--- config.mk ---
export PLATFORM = sky130hd
export DESIGN_NAME = tetris_line_clear_flat
export DESIGN_NICKNAME = d
export VERILOG_FILES = /design/src/rtl/tetris_line_clear_if.sv /design/src/rtl/tetris_line_clear.sv /design/src/flat_wrapper.sv
export SDC_FILE = /design/constraint.sdc
export NUM_CORES = 1
export LEC_CHECK = 0
export ABC_AREA = 1
export CORE_MARGIN = 5
export CORE_UTILIZATION = 50
export DETAILED_ROUTE_END_ITERATION = 6
export PLACE_DENSITY = 0.75
export SYNTH_ARGS = -nofsm -noshare
export SYNTH_HDL_FRONTEND = slang
export SYNTH_SLANG_ARGS = --single-unit
--- constraint.sdc ---
create_clock -name clk -period 3.1 [get_ports clk]
set_input_delay 0.62 -clock clk [delete_from_list [all_inputs] [get_ports clk]]
set_output_delay 0.62 -clock clk [all_outputs]
set_load 0.01 [all_outputs]
--- src/rtl/tetris_line_clear_if.sv ---
// Board-clear controller bus: start/busy/done handshake, result outputs and the
// synchronous-read board RAM port. The slave modport is the clear engine; the
// master modport is the host side (game controller plus board RAM).
interface tetris_line_clear_if;
    logic        start;
    logic        busy;
    logic        done;
    logic [2:0]  lines_cleared;
    logic [11:0] ram_addr;
    logic        ram_we;
    logic [2:0]  ram_wdata;
    logic [2:0]  ram_rdata;
    logic [15:0] score;

    modport master (
        output start, ram_rdata,
        input  busy, done, lines_cleared, ram_addr, ram_we, ram_wdata, score
    );

    modport slave (
        input  start, ram_rdata,
        output busy, done, lines_cleared, ram_addr, ram_we, ram_wdata, score
    );
endinterface

--- src/rtl/tetris_line_clear.sv ---
// Line-clear engine for a GameWidth x GameHeight board held in an external RAM
// with one-cycle read latency. One pass scans rows bottom-up, collapses every
// full row by copying all rows above it down by one, blanks the top row and
// re-checks the same row. Optional scoring is built only when the macro
// LINE_CLEAR_SCORE_EN is defined; otherwise score is tied to zero.
module tetris_line_clear #(
    parameter int GameWidth  = 10,
    parameter int GameHeight = 20
) (
    input  logic               clk,
    input  logic               reset,
    tetris_line_clear_if.slave bus
);
    localparam int RW = $clog2(GameHeight + 1);
    localparam int XW = $clog2(GameWidth + 1);

    localparam logic [RW-1:0] ROW_END        = RW'(GameHeight);
    localparam logic [RW-1:0] ROW_TOP        = RW'(GameHeight - 1);
    localparam logic [RW-1:0] ROW_SHIFT_LAST = RW'(GameHeight - 2);
    localparam logic [XW-1:0] X_END          = XW'(GameWidth);
    localparam logic [XW-1:0] X_LAST         = XW'(GameWidth - 1);

    typedef enum logic [2:0] {IDLE, SCAN, SHIFT, CLEAR_TOP, FINISH} state_e;

    state_e        state_q, state_d;
    logic [RW-1:0] row_q, row_d;     // row being scanned
    logic [RW-1:0] sr_q, sr_d;       // destination row while shifting
    logic [XW-1:0] x_q, x_d;         // column being addressed
    logic          vld_q, vld_d;     // ram_rdata holds the cell at column x_q-1
    logic          wr_q, wr_d;       // SHIFT phase: 0 = read above, 1 = write here
    logic [2:0]    lines_q, lines_d;
    logic [2:0]    lines_cleared_q;
    logic          pass_end;

    function automatic logic [11:0] cell_addr(input logic [RW-1:0] r, input logic [XW-1:0] x);
        return 12'(int'(r) * GameWidth + int'(x));
    endfunction

    assign pass_end = (state_q == SCAN) && (row_q == ROW_END);

    // State and datapath registers.
    always_ff @(posedge clk or posedge reset) begin
        if (reset) begin
            state_q         <= IDLE;
            row_q           <= '0;
            sr_q            <= '0;
            x_q             <= '0;
            vld_q           <= 1'b0;
            wr_q            <= 1'b0;
            lines_q         <= '0;
            lines_cleared_q <= '0;
        end else begin
            // NOTE: non-blocking so every register updates from pre-edge values.
            state_q <= state_d;
            row_q   <= row_d;
            sr_q    <= sr_d;
            x_q     <= x_d;
            vld_q   <= vld_d;
            wr_q    <= wr_d;
            lines_q <= lines_d;
            if (pass_end) lines_cleared_q <= lines_q;
        end
    end

    // Next-state and counter sequencing.
    always_comb begin
        // NOTE: hold-value defaults first so no branch leaves a variable unassigned (no latches).
        state_d = state_q;
        row_d   = row_q;
        sr_d    = sr_q;
        x_d     = x_q;
        vld_d   = vld_q;
        wr_d    = wr_q;
        lines_d = lines_q;
        case (state_q)
            IDLE: begin
                if (bus.start) begin
                    state_d = SCAN;
                    row_d   = '0;
                    x_d     = '0;
                    vld_d   = 1'b0;
                    lines_d = '0;
                end
            end
            SCAN: begin
                if (row_q == ROW_END) begin
                    state_d = FINISH;
                end else if (vld_q && (bus.ram_rdata == 3'd0)) begin
                    // An empty cell settles the row; move up.
                    row_d = row_q + RW'(1);
                    x_d   = '0;
                    vld_d = 1'b0;
                end else if (x_q == X_END) begin
                    // Last cell arrived occupied: the row is full.
                    lines_d = (lines_q == 3'd4) ? lines_q : lines_q + 3'd1;
                    x_d     = '0;
                    vld_d   = 1'b0;
                    wr_d    = 1'b0;
                    sr_d    = row_q;
                    state_d = (row_q == ROW_TOP) ? CLEAR_TOP : SHIFT;
                end else begin
                    x_d   = x_q + XW'(1);
                    vld_d = 1'b1;
                end
            end
            SHIFT: begin
                wr_d = ~wr_q;
                if (wr_q) begin
                    if (x_q == X_LAST) begin
                        x_d = '0;
                        if (sr_q == ROW_SHIFT_LAST) state_d = CLEAR_TOP;
                        else                        sr_d    = sr_q + RW'(1);
                    end else begin
                        x_d = x_q + XW'(1);
                    end
                end
            end
            CLEAR_TOP: begin
                if (x_q == X_LAST) begin
                    // Re-check the same row: it now holds what was above it.
                    x_d     = '0;
                    vld_d   = 1'b0;
                    state_d = SCAN;
                end else begin
                    x_d = x_q + XW'(1);
                end
            end
            FINISH:  state_d = IDLE;
            default: state_d = IDLE;
        endcase
    end

    // Outputs decoded from the registered state; reset forces all of them idle at once.
    always_comb begin
        bus.busy      = (state_q == SCAN) || (state_q == SHIFT) || (state_q == CLEAR_TOP);
        bus.done      = (state_q == FINISH);
        bus.ram_addr  = '0;
        bus.ram_we    = 1'b0;
        bus.ram_wdata = '0;
        case (state_q)
            SCAN: begin
                if ((row_q != ROW_END) && (x_q != X_END)) bus.ram_addr = cell_addr(row_q, x_q);
            end
            SHIFT: begin
                if (wr_q) begin
                    bus.ram_addr  = cell_addr(sr_q, x_q);
                    bus.ram_we    = 1'b1;
                    bus.ram_wdata = bus.ram_rdata;
                end else begin
                    bus.ram_addr = cell_addr(sr_q + RW'(1), x_q);
                end
            end
            CLEAR_TOP: begin
                bus.ram_addr = cell_addr(ROW_TOP, x_q);
                bus.ram_we   = 1'b1;
            end
            default: ;
        endcase
    end

    assign bus.lines_cleared = lines_cleared_q;

`ifdef LINE_CLEAR_SCORE_EN
    logic [15:0] score_q, score_d, bonus;
    logic [16:0] sum;

    // Score update at the end of each pass, saturating at the 16-bit maximum.
    always_comb begin
        case (lines_q)
            3'd1:    bonus = 16'd1;
            3'd2:    bonus = 16'd3;
            3'd3:    bonus = 16'd5;
            3'd4:    bonus = 16'd8;
            default: bonus = 16'd0;
        endcase
        sum     = {1'b0, score_q} + {1'b0, bonus};
        score_d = score_q;
        if (pass_end) score_d = sum[16] ? 16'hFFFF : sum[15:0];
    end

    // Score register.
    always_ff @(posedge clk or posedge reset) begin
        if (reset) score_q <= '0;
        else       score_q <= score_d;
    end

    assign bus.score = score_q;
`else
    assign bus.score = '0;
`endif
endmodule

--- src/flat_wrapper.sv ---
// flat-port wrapper written by rule: the top's interface ports become plain ports
module tetris_line_clear_flat 
#(
    parameter int GameWidth  = 10,
    parameter int GameHeight = 20
)
  (clk, reset, bus_start, bus_ram_rdata, bus_busy, bus_done, bus_lines_cleared, bus_ram_addr, bus_ram_we, bus_ram_wdata, bus_score);
  tetris_line_clear_if bus_i ();
  input  logic clk;
  input  logic reset;
  input wire logic [$bits(bus_i.start)-1:0] bus_start;
  input wire logic [$bits(bus_i.ram_rdata)-1:0] bus_ram_rdata;
  output wire logic [$bits(bus_i.busy)-1:0] bus_busy;
  output wire logic [$bits(bus_i.done)-1:0] bus_done;
  output wire logic [$bits(bus_i.lines_cleared)-1:0] bus_lines_cleared;
  output wire logic [$bits(bus_i.ram_addr)-1:0] bus_ram_addr;
  output wire logic [$bits(bus_i.ram_we)-1:0] bus_ram_we;
  output wire logic [$bits(bus_i.ram_wdata)-1:0] bus_ram_wdata;
  output wire logic [$bits(bus_i.score)-1:0] bus_score;
  assign bus_i.start = bus_start;
  assign bus_i.ram_rdata = bus_ram_rdata;
  assign bus_busy = bus_i.busy;
  assign bus_done = bus_i.done;
  assign bus_lines_cleared = bus_i.lines_cleared;
  assign bus_ram_addr = bus_i.ram_addr;
  assign bus_ram_we = bus_i.ram_we;
  assign bus_ram_wdata = bus_i.ram_wdata;
  assign bus_score = bus_i.score;
  tetris_line_clear #(.GameWidth(GameWidth), .GameHeight(GameHeight)) u_core (.clk(clk), .reset(reset), .bus(bus_i));
endmodule
==> flow_metrics.tcl, run 1 <==
set metrics [dict create \
    syn_area_um2 2810 \
    clock_skew_ns 0.00697 \
    synth_cell_type_count 43 \
    crit_chain "ha_4 -> xor2_4 -> ha_4 -> ha_4 -> fa_1 -> nand2_1 -> o21ai_2 -> inv_2 -> nor2_4 -> inv_2 -> nor2_4 -> inv_1 -> nand3_1 -> nand3_2 -> nand2_2 -> buf_6" \
    cp_common_cell "ha_4" \
    required_ns 2.48 \
    cp-startpoint "u_core.sr_q[0]$_DFFE_PP0P_" \
    clkTransAtPathRegs_ns 0.09 \
    crit_fanout 4 \
    ys.flop_type "dfrtp_1" \
    post-route-period-util 1.14 \
    worstSetupEndpoint "bus_ram_addr[7]" \
    synth_edf_count 0 \
    reg2reg_slack_ns 1.15 \
    timing.rr.end "u_core.x_q[3]$_DFFE_PP0P_" \
    seqCellArea_um2 631 \
    yosys_register_bits 25 \
    antenna_found_initial 0 \
    diodes 0 \
    yosys_warnings 0 \
    timing.rr.start "u_core.row_q[0]$_DFFE_PP0P_" \
    failed_checks "negative setup slack" \
    path_class "reg2out" \
    power.density_nw_per_um2 1130 \
    clk_latency_ns 0.28 \
    row_count 27 \
    async_reset_ff_frac 1.00 \
    grt_first_pass_wirelength_um 12200 \
    vias_per_cell 5.19 \
    wl_per_cell_um 14.1 \
    p_leak_nw 1.82 \
    io_pins 43 \
    finalHoldViolations 0 \
    final.setup.tns_ns -1.79 \
    utilization 0.673 \
    grt_max_degree 26 \
    setup_viol 6 \
    grt_pass1_vias 2713 \
    grt_overflow 0 \
    rsz0062_at_grt "yes" \
    clockBufferDepth 2 \
    setup.worst_path.end_class "output pin" \
    design.die.area_um2 7210 \
    dr.first_iter.drc_count 167 \
    period_minus_slack_ns 3.54 \
    core_um2 5470 \
    maxSlewViolCount 0 \
    max_freq_ghz 0.283 \
    grtUsageTotal 0.203 \
    fin_total_pwr_w 0.00416 \
    setup_ws_ns -0.436 \
    drc 0 \
    slowest_stage "fa_1" \
    drv_cap 0 \
    cts_tree "yes" \
    slowest_delay_ns 0.54 \
    die_x_um 84.9 \
    r2r_cells 10 \
    mostFrequentLayoutCells "nand2_1, inv_1, buf_4" \
    dp_hpwl_um 5460 \
    final_common_cell "nand2_1" \
    start_util 0.513 \
    finalWirelength_um 7580 \
    vdd_ir_drop_max_mv 0.720 \
    vias 2792 \
    start_kind "flip-flop" \
    area_growth_pct 31.3 \
    root_buffer "clkbuf_8" \
    syn_area_per_cell_um2 7.12 \
    port_buffers 24 \
    status "finished with violations" \
    synthCells 394 \
    cp.arrival_ns 2.92 \
    antenna_left 0 \
    fillers 473 \
    cts-htree-levels 1 \
    die-height_um 84.9 \
    fin_nets 510 \
    place_congestion 0.911 \
    drive_above_1_share 0.279 \
    min_path_type "reg2reg" \
    clock-sinks 25 \
    cts_buffers 3 \
    multi_input_area_um2 2090 \
    drtPass1Iterations 4 \
    ys_seq_area_frac 0.223 \
]
[cell families (layout without fill, tap and decap cells)]
group           count (synthesis)  after routing  share of synthesized area
compound gates                 60             60                      0.122
xor+xnor                        8              8                     0.0250
fa+ha+maj                      37             37                      0.178
buf+inv                        85            140                      0.143
flops                          25             25                      0.223
other cells                     1             18                    0.00134
simple gates                  178            178                      0.308
[registers in the layout, summed over array words and instances, names as in the netlist]
| name | flops |
|---|---|
| u_core.row_q | 5 |
| u_core.vld_q | 1 |
| u_core.bus.lines_cleared | 3 |
| u_core.x_q | 4 |
| u_core.wr_q | 1 |
| u_core.sr_q | 5 |
| u_core.lines_q | 3 |
| u_core.state_q | 3 |
[stage by stage]
step | setup WS [ns] | instances | area [um^2] | hold WS [ns]
floorplan | 0.0184 | 411 | 2890 | 0.453
global placement | -0.481 | 529 | 3390 | 0.460
detailed placement | -0.557 | 529 | 3390 | 0.470
CTS | -0.313 | 536 | 3550 | 0.493
global route | -0.524 | 538 | 3680 | 0.520
finish | -0.436 | 538 | 3680 | 0.487
[repair_timing]
| item | CTS | global route |
|---|---|---|
| gates resized for setup | 53 | 33 |
| pin swaps | 19 | 15 |
| buffers inserted | 4 | 2 |
| hold buffers | 0 | 0 |
| setup endpoints to repair | 8 | 9 |
[cell usage after synthesis (4+ instances only)]
| library cell | number | area share |
|---|---|---|
| nor2_2 | 5 | 0.011 |
| buf_4 | 18 | 0.048 |
| o211ai_1 | 5 | 0.013 |
| nand2_4 | 4 | 0.016 |
| a21oi_1 | 14 | 0.025 |
| inv_1 | 54 | 0.072 |
| o21ai_1 | 10 | 0.018 |
| fa_1 | 5 | 0.036 |
| inv_2 | 7 | 0.0094 |
| ha_1 | 32 | 0.14 |
| dfrtp_1 | 25 | 0.22 |
| nand3_1 | 33 | 0.059 |
| xor2_1 | 5 | 0.016 |
| nand2_1 | 81 | 0.11 |
| nor3_1 | 4 | 0.0071 |
| nor2_1 | 30 | 0.040 |
| o21ai_0 | 21 | 0.037 |
| nand4_1 | 7 | 0.016 |
[worst min-delay path by stage]
| stage | start | endpoint | depth (start not counted) | slack (ns) |
|---|---|---|---|---|
| floorplan | u_core.vld_q$_DFFE_PP0P_ | u_core.vld_q$_DFFE_PP0P_ | 2 | 0.45 |
| global placement | u_core.bus.lines_cleared[2]$_DFFE_PP0P_ | u_core.bus.lines_cleared[2]$_DFFE_PP0P_ | 2 | 0.46 |
| detailed placement | u_core.bus.lines_cleared[2]$_DFFE_PP0P_ | u_core.bus.lines_cleared[2]$_DFFE_PP0P_ | 2 | 0.47 |
| CTS | u_core.bus.lines_cleared[2]$_DFFE_PP0P_ | u_core.bus.lines_cleared[2]$_DFFE_PP0P_ | 2 | 0.49 |
| global route | u_core.bus.lines_cleared[2]$_DFFE_PP0P_ | u_core.bus.lines_cleared[2]$_DFFE_PP0P_ | 2 | 0.52 |
| finish | u_core.bus.lines_cleared[2]$_DFFE_PP0P_ | u_core.bus.lines_cleared[2]$_DFFE_PP0P_ | 2 | 0.49 |
[critical path: cells and delay by family, from the launching register on]
kind                       cells  cell delay [ns]
AOI/OAI and AO/OA              1             0.08
DFF                            1             0.46
xor gates and xnor gates       1             0.18
adders and majority gates      4             1.10
and+or+nand+nor                6             0.54
buffers and inverters          4             0.28
[metal layers]
layer,global-route usage,share of wire,up-vias
met5,0,0,-
met4,0.0532,0.020,0
met3,0.0155,0.037,17
met2,0.362,0.52,77
met1,0.265,0.42,1299
li1,-,-,1399
[final cells by class]
cell class,count,area share
multi-input cells,301,0.567
clock inverters,1,0.00204
inverters,64,0.0669
repair buffers,72,0.157
clock buffers,3,0.0112
flip-flops and latches,25,0.171
well taps,72,0.0245
[where the power goes]
group          total [W]  internal, W  switching, W  leakage [nW]
sequential      0.000610     0.000448      0.000162         0.323
combinational    0.00335      0.00148       0.00187          1.48
clock           0.000203    0.0000913      0.000111        0.0217
Note: power is estimated with default switching activity, not from simulation.
==> inputs of run 2 (changes only) <==
- CORE_MARGIN: 5 -> unset
- GPL_TIMING_DRIVEN: unset -> 0
- HOLD_SLACK_MARGIN: unset -> 0.06
==> run 2 against run 1 <==
  * The flow still finishes with violations (negative setup slack)
  * First-iteration DRC count decreased by 28%
  * Clock skew decreased by 0.0011 ns
  * Worst hold slack worse by 0.0050 ns
  * Register-to-register slack gained 0.05 ns
  * Via count decreased by 3.8%
  * Combinational power fell by 13%
  * Core utilization increased by 0.40 points
  * Sequential power grew 7.5%
==> flow_metrics.tcl, run 2 (synthesis results as in run 1) <==
set metrics [dict create \
    grt_overflow 0 \
    mostFrequentLayoutCells "nand2_1, inv_1, buf_4" \
    io_pins 43 \
    min_path_type "reg2reg" \
    cts_hold_buffers 0 \
    status "finished with violations" \
    die_x_um 76.9 \
    start_kind "flip-flop" \
    design.die.area_um2 5910 \
    required_ns 2.48 \
    grt_max_degree 26 \
    clk_latency_ns 0.27 \
    cp.arrival_ns 2.95 \
    setup_viol 6 \
    clkTransAtPathRegs_ns 0.09 \
    final_area_um2 3570 \
    finalWirelength_um 6640 \
    final_common_cell "nand2_1" \
    finalHoldViolations 0 \
    drc 0 \
    dpl.cell_count 505 \
    grt_first_pass_wirelength_um 11200 \
    core_um2 5270 \
    final.setup.tns_ns -2.06 \
    dr.first_iter.drc_count 121 \
    crit_fanout 5 \
    period_minus_slack_ns 3.57 \
    start_util 0.532 \
    root_buffer "clkbuf_8" \
    max_freq_ghz 0.280 \
    path_class "reg2out" \
    failed_checks "negative setup slack" \
    clock_skew_ns 0.00583 \
    place_area_um2 3210 \
    post-route-period-util 1.15 \
    setup.worst_path.end_class "output pin" \
    antenna_found_initial 0 \
    drtPass1Iterations 4 \
    port_buffers 24 \
    grtUsageTotal 0.232 \
    utilization 0.677 \
    fillers 489 \
    row_count 26 \
    vias 2685 \
    setup_ws_ns -0.469 \
    antenna_left 0 \
    vdd_ir_drop_max_mv 0.466 \
    fin_cells 525 \
    drv_cap 0 \
    clockBufferDepth 2 \
    fin_nets 499 \
    dp_hpwl_um 5080 \
    power.density_nw_per_um2 1060 \
    rsz0062_at_grt "yes" \
    place_congestion 0.957 \
    cts_buffers 3 \
    maxSlewViolCount 0 \
    diodes 0 \
    die-height_um 76.9 \
    vias_per_cell 5.11 \
    relSlewSlack 0.371 \
    drive_above_1_share 0.244 \
    fin_hold_ws_ns 0.482 \
    top_regs "u_core.row_q x5, u_core.sr_q x5, u_core.x_q x4" \
    p_leak_nw 1.76 \
    wl_per_cell_um 12.7 \
    grt_pass1_vias 2557 \
    worstMarginPinSlew_ns 0.943 \
    clock-sinks 25 \
    cts_tree "yes" \
    cts-htree-levels 1 \
    area_growth_pct 27.2 \
]
==> run 2: cell count changes in the layout (fill, tap and decap cells not counted), moves of 2 or more <==
cell / change
buf_4: -13
inv_2: -2
nor2_2: -3
o21ai_1: -2
nor2_4: -2
o21ai_0: +2
nand3_1: +3
nor2_1: +5
nand3_2: -3
==> run 2: final timing paths <==
path | startpoint | to | slack, ns | depth (start not counted)
min in group asynchronous | reset | u_core.sr_q[4]$_DFFE_PP0P_ | 0.85 | 2
worst min-delay path | u_core.bus.lines_cleared[2]$_DFFE_PP0P_ | u_core.bus.lines_cleared[2]$_DFFE_PP0P_ | 0.48 | 2
max in group asynchronous | reset | u_core.wr_q$_DFFE_PP0P_ | 1.62 | 2
worst max register to register | u_core.row_q[1]$_DFFE_PP0P_ | u_core.sr_q[4]$_DFFE_PP0P_ | 1.20 | 9
worst min register to register | u_core.bus.lines_cleared[2]$_DFFE_PP0P_ | u_core.bus.lines_cleared[2]$_DFFE_PP0P_ | 0.48 | 2
worst max-delay path | u_core.sr_q[0]$_DFFE_PP0P_ | bus_ram_addr[7] | -0.47 | 16
==> run 2: critical path: stages (launching register included) <==
cell     delay (ns)
dfrtp_2        0.48
ha_4           0.21
nand3_4        0.11
xor2_4         0.19
ha_4           0.23
fa_2           0.56
nand2_2        0.07
o21ai_4        0.09
inv_2          0.05
nor2_1         0.09
inv_1          0.07
nor2_2         0.13
inv_1          0.05
nand3_1        0.08
nand3_1        0.08
nand2_2        0.08
buf_6          0.09
==> run 2: layout make-up <==
class	instances	area (um^2)	share of cell area
inverter	64	249	0.0698
clock buffer	3	41.3	0.0116
tap	70	87.6	0.0246
multi-input combinational	301	2060	0.577
buffer	21	159	0.0445
timing repair buffer	40	334	0.0937
sequential	25	632	0.177
clock inverter	1	7.51	0.00210
==> run 2: power by group <==
part | total (W) | switching (W) | internal, W
Clock | 0.000201 | 0.000109 | 0.0000912
Sequential | 0.000656 | 0.000208 | 0.000448
Combinational | 0.00293 | 0.00165 | 0.00129
==> run 2: routing by layer <==
| metal | wire [um] | vias to the layer above | GRT usage |
|---|---|---|---|
| li1 | - | 1374 | - |
| met1 | 2960 | 1236 | 0.297 |
| met2 | 3300 | 64 | 0.420 |
| met3 | 278 | 11 | 0.0190 |
| met4 | 94 | 0 | 0.0538 |
| met5 | 0 | - | 0 |
==> run 2: timing repair <==
action	CTS	global route
setup buffers	10	6
resized for setup	55	22
setup endpoints to repair	8	12
pin swaps	12	16
==> run 2: stage by stage <==
step / setup WS (ns) / total power, W
detailed placement: -0.729 / 0.00302
finish: -0.469 / 0.00379
CTS: -0.363 / 0.00347
global placement: -0.718 / 0.00296
global route: -0.627 / 0.00416
floorplan: 0.0184 / 0.00230
==> inputs of run 3 (changes only) <==
- ABC_AREA: 1 -> unset
==> run 3 against run 2 <==
  * The flow still finishes with violations (negative setup slack)
  * Die area fell by 2.4%
  * Fmax down 6.1%
  * Sequential share of layout area decreased by 0.32 points
  * Clock power up 6%
  * Synthesized area is 2.5% lower
  * Cell count fell by 12%
  * Count of clock-buffer cells in the layout unchanged
  * Sequential cell count is the same
  * Synthesized cell count down 17%
  * Critical path type unchanged
==> flow_metrics.tcl, run 3 <==
set metrics [dict create \
    async_reset_ff_frac 1.00 \
    timing.rr.start "u_core.row_q[1]$_DFFE_PP0P_" \
    wl_per_cell_um 15.3 \
    synth_edf_count 0 \
    vias_per_cell 5.51 \
    fin_nets 437 \
    root_buffer "clkbuf_8" \
    synth_top_cell_area_share 0.229 \
    power.density_nw_per_um2 1010 \
    syn_area_per_cell_um2 8.39 \
    drive_above_1_share 0.298 \
    failed_checks "negative setup slack" \
    grtUsageTotal 0.236 \
    synth_cell_type_count 54 \
    die_x_um 76.0 \
    dpl.cell_count 437 \
    synth_xor_area_frac 0.0736 \
    syn_area_um2 2740 \
    setup_viol 7 \
    design.die.area_um2 5770 \
    synth_compound_area_frac 0.169 \
    port_buffers 24 \
    fin_cells 463 \
    synthCells 326 \
    grt_first_pass_wirelength_um 11000 \
    p_leak_nw 1.68 \
    vias 2552 \
    finalWirelength_um 7100 \
    cts_tree "yes" \
    vdd_ir_drop_max_mv 0.872 \
    setup_ws_ns -0.701 \
    timing.rr.end "u_core.sr_q[1]$_DFFE_PP0P_" \
    grt_overflow 0 \
    start_kind "flip-flop" \
    slowest_delay_ns 0.61 \
    grt_max_degree 26 \
    yosys_warnings 0 \
    clock_skew_ns 0.00370 \
    post-route-period-util 1.23 \
    synth_area_leaders "dfrtp_1, ha_1, buf_4" \
    period_minus_slack_ns 3.80 \
    worstSetupEndpoint "bus_ram_addr[8]" \
    worstMarginPinSlew_ns 0.963 \
    yosys.area_share.simple 0.198 \
    drc 0 \
    slowest_stage "dfrtp_1" \
    r2r_cells 9 \
    max_freq_ghz 0.263 \
    drtPass1Iterations 5 \
    area_growth_pct 33.1 \
    io_pins 43 \
    clkTransAtPathRegs_ns 0.10 \
    setup.worst_path.end_class "output pin" \
    reg2reg_slack_ns 0.69 \
    final_common_cell "buf_4" \
    cp.arrival_ns 3.18 \
    grt_pass1_vias 2363 \
    cts_buffers 3 \
    antenna_found_initial 0 \
    finalHoldViolations 0 \
    crit_fanout 7 \
    relSlewSlack 0.349 \
    die-height_um 76.0 \
    final.setup.tns_ns -3.34 \
    antenna_left 0 \
    min_path_type "reg2reg" \
    status "finished with violations" \
    cts-htree-levels 1 \
    synth_top_family_by_area "simple AND/OR/NAND/NOR gates" \
    synth_mux_area_frac 0.0466 \
    start_util 0.526 \
    diodes 0 \
    rsz0062_at_grt "yes" \
    seqCellArea_um2 633 \
    mostFrequentLayoutCells "buf_4, nor2_1, nand2_1, inv_1, ha_1" \
    fillers 407 \
    dp_hpwl_um 4870 \
    row_count 26 \
    yosys_register_bits 25 \
    ys.flop_type "dfrtp_1" \
    multi_input_area_um2 2170 \
    synth_common_cells "ha_1, nor2_1, inv_1, dfrtp_1, nand2_1" \
    top_regs "u_core.row_q x5, u_core.sr_q x5, u_core.x_q x4" \
    clk_latency_ns 0.28 \
    core_um2 5200 \
    synth.most_common_cell "ha_1" \
    dr.first_iter.drc_count 203 \
    required_ns 2.48 \
    crit_chain "nand3_4 -> xor2_4 -> inv_2 -> ha_4 -> fa_2 -> nand3b_1 -> a21oi_2 -> nand2_1 -> or3b_1 -> a31o_1 -> buf_2" \
    clockBufferDepth 2 \
    drv_cap 0 \
    clock-sinks 25 \
    synth_adder_area_share 0.183 \
    cp-startpoint "u_core.sr_q[3]$_DFFE_PP0P_" \
    yosysTopAreaCell "dfrtp_1" \
    path_class "reg2out" \
    ys_seq_area_frac 0.229 \
    place_congestion 0.846 \
    maxSlewViolCount 0 \
]
run 3: layout make-up:
cell class / count / area share
multi-input combinational: 263 / 0.596
sequential: 25 / 0.174
timing repair buffer: 47 / 0.110
buffer: 27 / 0.0519
inverter: 27 / 0.0299
tap: 70 / 0.0241
clock buffer: 3 / 0.0113
clock inverter: 1 / 0.00241
run 3: where the power goes:
part	total (W)	switching (W)	internal [W]
Clock	0.000213	0.000119	0.0000945
Sequential	0.000590	0.000172	0.000418
Combinational	0.00287	0.00146	0.00142
Total	0.00368	0.00175	0.00193
run 3: repair_timing:
action                                  in CTS  in global routing
hold buffers                                 0                  0
buffers inserted                            17                  6
endpoints found under the setup margin      12                 12
pin swaps                                   14                  6
resized for setup                           44                 39
run 3: cell families after synthesis:
family          after synthesis
buf+inv                      55
fa+ha+maj                    37
xor+xnor                     23
compound gates               71
mux                          12
simple gates                102
flops                        25
other cells                   1
run 3: routing by layer:
layer | vias up | wire length [um] | track usage
met4 | 0 | 110 | 0.0404
li1 | 1242 | - | -
met2 | 93 | 3440 | 0.421
met1 | 1206 | 3180 | 0.309
met3 | 11 | 366 | 0.0311
met5 | - | 0 | 0
run 3: how the worst min path moves through the flow:
stage / from / endpoint / slack, ns / cells after the start
after detailed placement: u_core.bus.lines_cleared[2]$_DFFE_PP0P_ / u_core.bus.lines_cleared[2]$_DFFE_PP0P_ / 0.46 / 2
after global routing: u_core.bus.lines_cleared[1]$_DFFE_PP0P_ / u_core.bus.lines_cleared[1]$_DFFE_PP0P_ / 0.53 / 2
after global placement: u_core.bus.lines_cleared[2]$_DFFE_PP0P_ / u_core.bus.lines_cleared[2]$_DFFE_PP0P_ / 0.46 / 2
after CTS: u_core.bus.lines_cleared[2]$_DFFE_PP0P_ / u_core.bus.lines_cleared[2]$_DFFE_PP0P_ / 0.49 / 2
after floorplan: u_core.vld_q$_DFFE_PP0P_ / u_core.vld_q$_DFFE_PP0P_ / 0.47 / 1
final: u_core.bus.lines_cleared[2]$_DFFE_PP0P_ / u_core.bus.lines_cleared[2]$_DFFE_PP0P_ / 0.48 / 2
run 3: critical path, delay by kind of cell (launching register included):
kind	cells	cell delay, ns
adder cells (fa/ha/maj)	2	0.81
AND/OR/NAND/NOR	4	0.69
flip-flops	1	0.61
AO/OA/AOI/OAI	2	0.38
buffers and inverters	2	0.24
XOR/XNOR	1	0.18
run 3: through the flow:
| stage | setup slack (ns) | total power [W] | utilization | hold WS [ns] | area, um^2 |
|---|---|---|---|---|---|
| finish | -0.701 | 0.00368 | 0.700 | 0.481 | 3640 |
| global route | -0.821 | 0.00395 | 0.700 | 0.532 | 3640 |
| CTS | -0.662 | 0.00335 | 0.677 | 0.487 | 3520 |
| detailed placement | -0.970 | 0.00280 | 0.617 | 0.462 | 3210 |
| global placement | -0.861 | 0.00275 | 0.617 | 0.460 | 3210 |
| floorplan | -0.173 | 0.00214 | - | 0.472 | 2890 |
